--- config.mk ---
export PLATFORM = sky130hd
export DESIGN_NAME = mem_word_access
export DESIGN_NICKNAME = d
export VERILOG_FILES = /design/src/rtl/srp16_mem_pkg.sv /design/src/rtl/mem_word_access.sv
export SDC_FILE = /design/constraint.sdc
export NUM_CORES = 1
export LEC_CHECK = 0
export ABC_AREA = 1
export BUFFER_PORTS_ARGS = -buffer_cell sky130_fd_sc_hd__buf_4
export CAP_MARGIN = 20
export CORE_ASPECT_RATIO = 0.5
export CORE_MARGIN = 2
export CORE_UTILIZATION = 52
export DETAILED_ROUTE_END_ITERATION = 10
export GPL_ROUTABILITY_DRIVEN = 0
export PLACE_DENSITY = 0.81
export SLEW_MARGIN = 10
export SYNTH_ARGS = -nofsm -noshare
export SYNTH_HDL_FRONTEND = slang
export SYNTH_SLANG_ARGS = --single-unit
--- constraint.sdc ---
create_clock -name clk -period 2.04 [get_ports clk]
set_clock_uncertainty 0.05 [all_clocks]
set_input_delay 0.306 -clock clk [delete_from_list [all_inputs] [get_ports clk]]
set_output_delay 0.306 -clock clk [all_outputs]
set_load 0.03 [all_outputs]
--- src/rtl/srp16_mem_pkg.sv ---
// Shared definitions for the SRP16 byte-wide memory initiator:
// FSM state encoding, default address width and byte-lane helpers.
package srp16_mem_pkg;

    localparam int DEF_ADDR_W = 16;

    typedef enum logic [1:0] {
        ST_IDLE = 2'd0,
        ST_LO   = 2'd1,
        ST_HI   = 2'd2,
        ST_RESP = 2'd3
    } state_t;

    // Byte-lane index within a 16-bit word
    localparam logic LANE_LO = 1'b0;  // bits [7:0]
    localparam logic LANE_HI = 1'b1;  // bits [15:8]

    function automatic logic [7:0] lane_byte(
        input logic [15:0] d,
        input logic        lane
    );
        return lane ? d[15:8] : d[7:0];
    endfunction

endpackage

--- src/rtl/mem_word_access.sv ---
// mem_word_access: splits one 16-bit core load/store into one or two
// byte cycles on the program/data memory port and returns the result.
// Ports:
//   clk, rst_n              clock, async active-low reset
//   req_valid/ready/write/byte/addr/wdata   core request
//   rsp_valid/rdata/err     one-cycle completion pulse and load data
//   mem_din/addr/read/write memory drive (sole driver)
//   mem_dout                memory read data, [7:0] used
// Build option: MEM_ALIGN_CHECK_EN rejects odd word addresses with rsp_err.
module mem_word_access
    import srp16_mem_pkg::*;
#(
    parameter int ADDR_W     = DEF_ADDR_W,
    parameter bit BIG_ENDIAN = 1'b0
) (
    input  logic              clk,
    input  logic              rst_n,
    input  logic              req_valid,
    output logic              req_ready,
    input  logic              req_write,
    input  logic              req_byte,
    input  logic [ADDR_W-1:0] req_addr,
    input  logic [15:0]       req_wdata,
    output logic              rsp_valid,
    output logic [15:0]       rsp_rdata,
    output logic              rsp_err,
    output logic [7:0]        mem_din,
    output logic [ADDR_W-1:0] mem_addr,
    output logic              mem_read,
    output logic              mem_write,
    input  logic [15:0]       mem_dout
);

    state_t            r_state;
    state_t            w_next;
    logic              r_write;
    logic              r_byte;
    logic [ADDR_W-1:0] r_addr;
    logic [15:0]       r_wdata;
    logic [7:0]        r_first;
    logic [15:0]       r_rdata;
    logic [ADDR_W-1:0] w_addr_nxt;
    logic              w_lane;
    logic              w_first_lane;
    logic              w_second_lane;
    logic              w_unused_dout;

    assign w_unused_dout = ^mem_dout[15:8];

    // Second byte address wraps modulo 2^ADDR_W
    assign w_addr_nxt = r_addr + ADDR_W'(1);

    // Byte accesses always use lane [7:0]
    assign w_first_lane  = (r_byte || !BIG_ENDIAN) ? LANE_LO : LANE_HI;
    assign w_second_lane = BIG_ENDIAN ? LANE_LO : LANE_HI;

    assign req_ready = (r_state == ST_IDLE);
    assign rsp_valid = (r_state == ST_RESP);
    assign rsp_rdata = r_rdata;

`ifdef MEM_ALIGN_CHECK_EN
    logic w_misalign;
    logic r_err;

    assign w_misalign = ~req_byte & req_addr[0];
    assign rsp_err    = r_err & (r_state == ST_RESP);
`else
    assign rsp_err = 1'b0;
`endif

    always_comb begin
        w_next    = r_state;
        w_lane    = LANE_LO;
        mem_read  = 1'b0;
        mem_write = 1'b0;
        mem_addr  = '0;
        mem_din   = 8'h00;
        unique case (r_state)
            ST_IDLE: begin
                if (req_valid) begin
                    w_next = ST_LO;
`ifdef MEM_ALIGN_CHECK_EN
                    if (w_misalign) w_next = ST_RESP;
`endif
                end
            end
            ST_LO: begin
                w_lane    = w_first_lane;
                mem_read  = ~r_write;
                mem_write = r_write;
                mem_addr  = r_addr;
                w_next    = r_byte ? ST_RESP : ST_HI;
            end
            ST_HI: begin
                w_lane    = w_second_lane;
                mem_read  = ~r_write;
                mem_write = r_write;
                mem_addr  = w_addr_nxt;
                w_next    = ST_RESP;
            end
            ST_RESP: begin
                w_next = ST_IDLE;
            end
            default: begin
                w_next = ST_IDLE;
            end
        endcase
        if (mem_write) mem_din = lane_byte(r_wdata, w_lane);
    end

    always_ff @(posedge clk or negedge rst_n) begin
        if (!rst_n) begin
            r_state <= ST_IDLE;
        end else begin
            r_state <= w_next;
        end
    end

    always_ff @(posedge clk or negedge rst_n) begin
        if (!rst_n) begin
            r_write <= 1'b0;
            r_byte  <= 1'b0;
            r_addr  <= '0;
            r_wdata <= 16'h0000;
            r_first <= 8'h00;
            r_rdata <= 16'h0000;
        end else begin
            unique case (r_state)
                ST_IDLE: begin
                    if (req_valid) begin
                        r_write <= req_write;
                        r_byte  <= req_byte;
                        r_addr  <= req_addr;
                        r_wdata <= req_wdata;
                    end
                end
                ST_LO: begin
                    // rsp_rdata only changes when a load completes
                    if (!r_write) begin
                        if (r_byte) r_rdata <= {8'h00, mem_dout[7:0]};
                        else        r_first <= mem_dout[7:0];
                    end
                end
                ST_HI: begin
                    if (!r_write) begin
                        r_rdata <= BIG_ENDIAN ? {r_first, mem_dout[7:0]}
                                              : {mem_dout[7:0], r_first};
                    end
                end
                default: begin
                end
            endcase
        end
    end

`ifdef MEM_ALIGN_CHECK_EN
    always_ff @(posedge clk or negedge rst_n) begin
        if (!rst_n) begin
            r_err <= 1'b0;
        end else if (r_state == ST_IDLE && req_valid) begin
            r_err <= w_misalign;
        end
    end
`endif

endmodule

==> reports/qor.csv <==
stage;metric;value;unit
global_route;grt_max_degree;61;
global_route;grt_overflow;0;
hold_path;hp-class;primary input to async pin;
sta;setup_viol;22;
logic_synthesis;syn_nets;443;
logic_synthesis;netlist_instances;385;
routing;drtIter0Drc;357;
routing;viasPerCell;5.62;
sta;max_slew.worst_pin.slew;755;ps
logic_synthesis;synth_compound_area_frac;0.148;
status;status;finished, violations left;
power_and_ir_drop;power.leakage;0.00235;uW
clock_tree;cts_hold_buf;0;
logic_synthesis;yosys-top-cells-count;90 x nand2_1, 60 x dfrtp_1, 49 x inv_1;
sta;post-route-min-period;2230;ps
logic_synthesis;synthSimpleGateAreaFrac;0.193;
clock_tree;cts_root_buffer;clkbuf_16;
floorplanning;io_pins;98;
sta;grt_setup_unrepaired;yes;
floorplanning;rows;20;
sta;timing.final.crit_share;1.09;
routing;drc_errors;0;
clock_tree;cts_buffers;9;
logic_synthesis;synthAdderAreaFrac;0.0195;
global_route;grt_first_pass_wirelength;13.2;mm
sta;maxSlewViolCount;0;
status;violations;hold timing, setup timing;
setup_path;cp.arrival;1880;ps
setup_path;crit_path_top_delay_cell;dfrtp_1;
setup_path;end_kind;output pin;
logic_synthesis;synth_top_family_by_area;simple AND/OR/NAND/NOR gates;
power_and_ir_drop;ir_drop;0.00102;V
logic_synthesis;synthArstFlopShare;1.00;
job;cap_violations;0;
logic_synthesis;syn_area_per_cell;8.34;um2
setup_path;worst_ep_required_time;1680;ps
setup_path;crit_path_max_fanout;4;
sta;finalHoldViolCount;5;
sta;relSlewSlack;0.497;
logic_synthesis;synth_warnings;0;
clock_tree;tritoncts;built;
logic_synthesis;ys.flop_type;dfrtp_1;
place;io_buffers;88;
setup_path;critPathKind;flip-flop to output pin;
logic_synthesis;synth_mux_area_frac;0.0772;
routing;post_drt_wl_per_cell;16.7;um
layout;seqCellArea;1500;um2
sta;max_freq;448;MHz
clock_tree;cts_sinks;60;
setup_path;cp_slowest_stage_delay;430;ps
routing;wl;9.86;mm
setup_path;worst_setup_path_start_kind;flip-flop;
layout;fillers;329;
floorplanning;chipWidth;115;um
layout;area_delta_synth_final;52.6;%
sta;finalWorstSetupSlack;-193;ps
floorplanning;dieHeight;59.6;um
clock_tree;clock_path_buffers;2;
power_and_ir_drop;fin_total_pwr;10000;uW
floorplanning;coreArea;6010;um2
place;dpl.hpwl;5.27;mm
clock_tree;clk_latency;330;ps
clock_tree;htree_levels;3;
logic_synthesis;yosysTopAreaCell;dfrtp_1;
routing;via_count;3321;
logic_synthesis;synth_top_area_share;0.468;
routing;dr.pass1.iters;5;
logic_synthesis;mappedNetlistArea;3210;um2
logic_synthesis;yosysUniqueCellTypes;28;
logic_synthesis;yosys-top-cells-area;dfrtp_1 47%, nand2_1 11%, mux2_2 7.7%;
logic_synthesis;synth-xor-area-share;0;
clock_tree;clk_pin_slew;50;ps
setup_path;path_cells;buf_4, nand2_1, nor2_2, nand2_4, o21ai_2, nand2_1, a21oi_2, buf_6;
global_route;grt_usage;0.256;
setup_path;cp_common_cell;nand2_1;
power_and_ir_drop;power_density;2050;nW/um2
floorplanning;die-area;6850;um2
routing;ant_nets;0;
sta;setup_tns;-1840;ps
logic_synthesis;synthMostInstantiatedCell;nand2_1;
layout;final_layout_size_suffix_gt1_frac;0.463;
global_route;antenna_found_initial;0;
sta;holdWs;-7.22;ps
logic_synthesis;ys_seq_area_frac;0.468;
logic_synthesis;ys_ff_latch;60;
global_route;grt_pass1_vias;2881;
layout;multi_input_area;1690;um2
layout;nets;567;
floorplanning;initial_utilization;0.534;
layout;antennaDiodeCount;0;
logic_synthesis;synth-edff-count;0;
final timing paths:
path,start,to,slack (ps),cells after the start
max,r_addr[4],mem_addr[10],-190,8
min,rst_n,r_wdata[6],-7,1
max reg2reg,r_state[0],rsp_rdata[0],300,9
min reg2reg,r_wdata[11],r_wdata[11],460,1
max in group asynchronous,rst_n,r_addr[5],1410,1
min in group clk,req_wdata[7],r_wdata[7],160,2
report_power, final:
group	switching [uW]	internal [uW]	total [uW]
combinational	3700	2690	6390
sequential	448	1770	2220
clock	507	919	1430
total	4660	5380	10000
cell families after synthesis:
kind of cell	count (synthesis)
compound gates	87
fa+ha+maj	5
buf+inv	68
flops	60
mux	22
other cells	1
simple gates	142
placed cells by master (no fill, tap or decap), drive strengths merged, types with 2 or more instances in the layout:
master / count
buf: 131
dfrtp: 60
ha: 5
nor3: 2
nand2: 91
nand4: 2
nand3: 14
inv: 50
nor2: 30
clkbuf: 15
mux2: 22
a21oi: 39
o21ai: 45
o22ai: 2
stage by stage:
stage / instances / setup slack (ps) / area (um2) / hold WS [ps] / utilization
floorplan: 385 / 8.76 / 3250 / -39.6 / -
global placement: 551 / 108 / 4060 / 378 / 0.676
detailed placement: 551 / 42.2 / 4060 / 375 / 0.676
CTS: 577 / -60.2 / 4600 / 32.7 / 0.766
global route: 591 / -248 / 4900 / 71.5 / 0.816
finish: 591 / -193 / 4900 / -7.22 / 0.816
final cells by class:
class,instances,share of cell area
inverters,50,0.0398
clock inverters,1,0.00102
well taps,77,0.0197
multi-input cells,257,0.346
clock buffers,15,0.0567
flip-flops and latches,60,0.307
repair buffers,131,0.230
registers in the layout, indices dropped and copies added (netlist names):
name and cells:
r_first 8, r_wdata 16, r_addr 16, r_byte 1, rsp_rdata 16, r_write 1, r_state 2
metal layers:
| layer | share of wire | global-route usage | vias to the layer above |
|---|---|---|---|
| met5 | 0 | 0 | - |
| met3 | 0.088 | 0.0869 | 62 |
| met1 | 0.37 | 0.305 | 1564 |
| li1 | - | - | 1490 |
| met2 | 0.49 | 0.434 | 205 |
| met4 | 0.046 | 0.108 | 0 |
repair_timing:
action / CTS / global route
buffers inserted: 8 / 13
setup endpoints to repair: 26 / 34
gates resized for setup: 57 / 45
pin swaps: 5 / 11
cloned: 2 / 1
worst max-delay path: cells and delay by family (launching register included):
family,cells,cell delay (ps)
buf+inv,2,290
compound gates,2,260
simple gates,4,560
flops,1,430
Note: power is estimated with default switching activity, not from simulation.
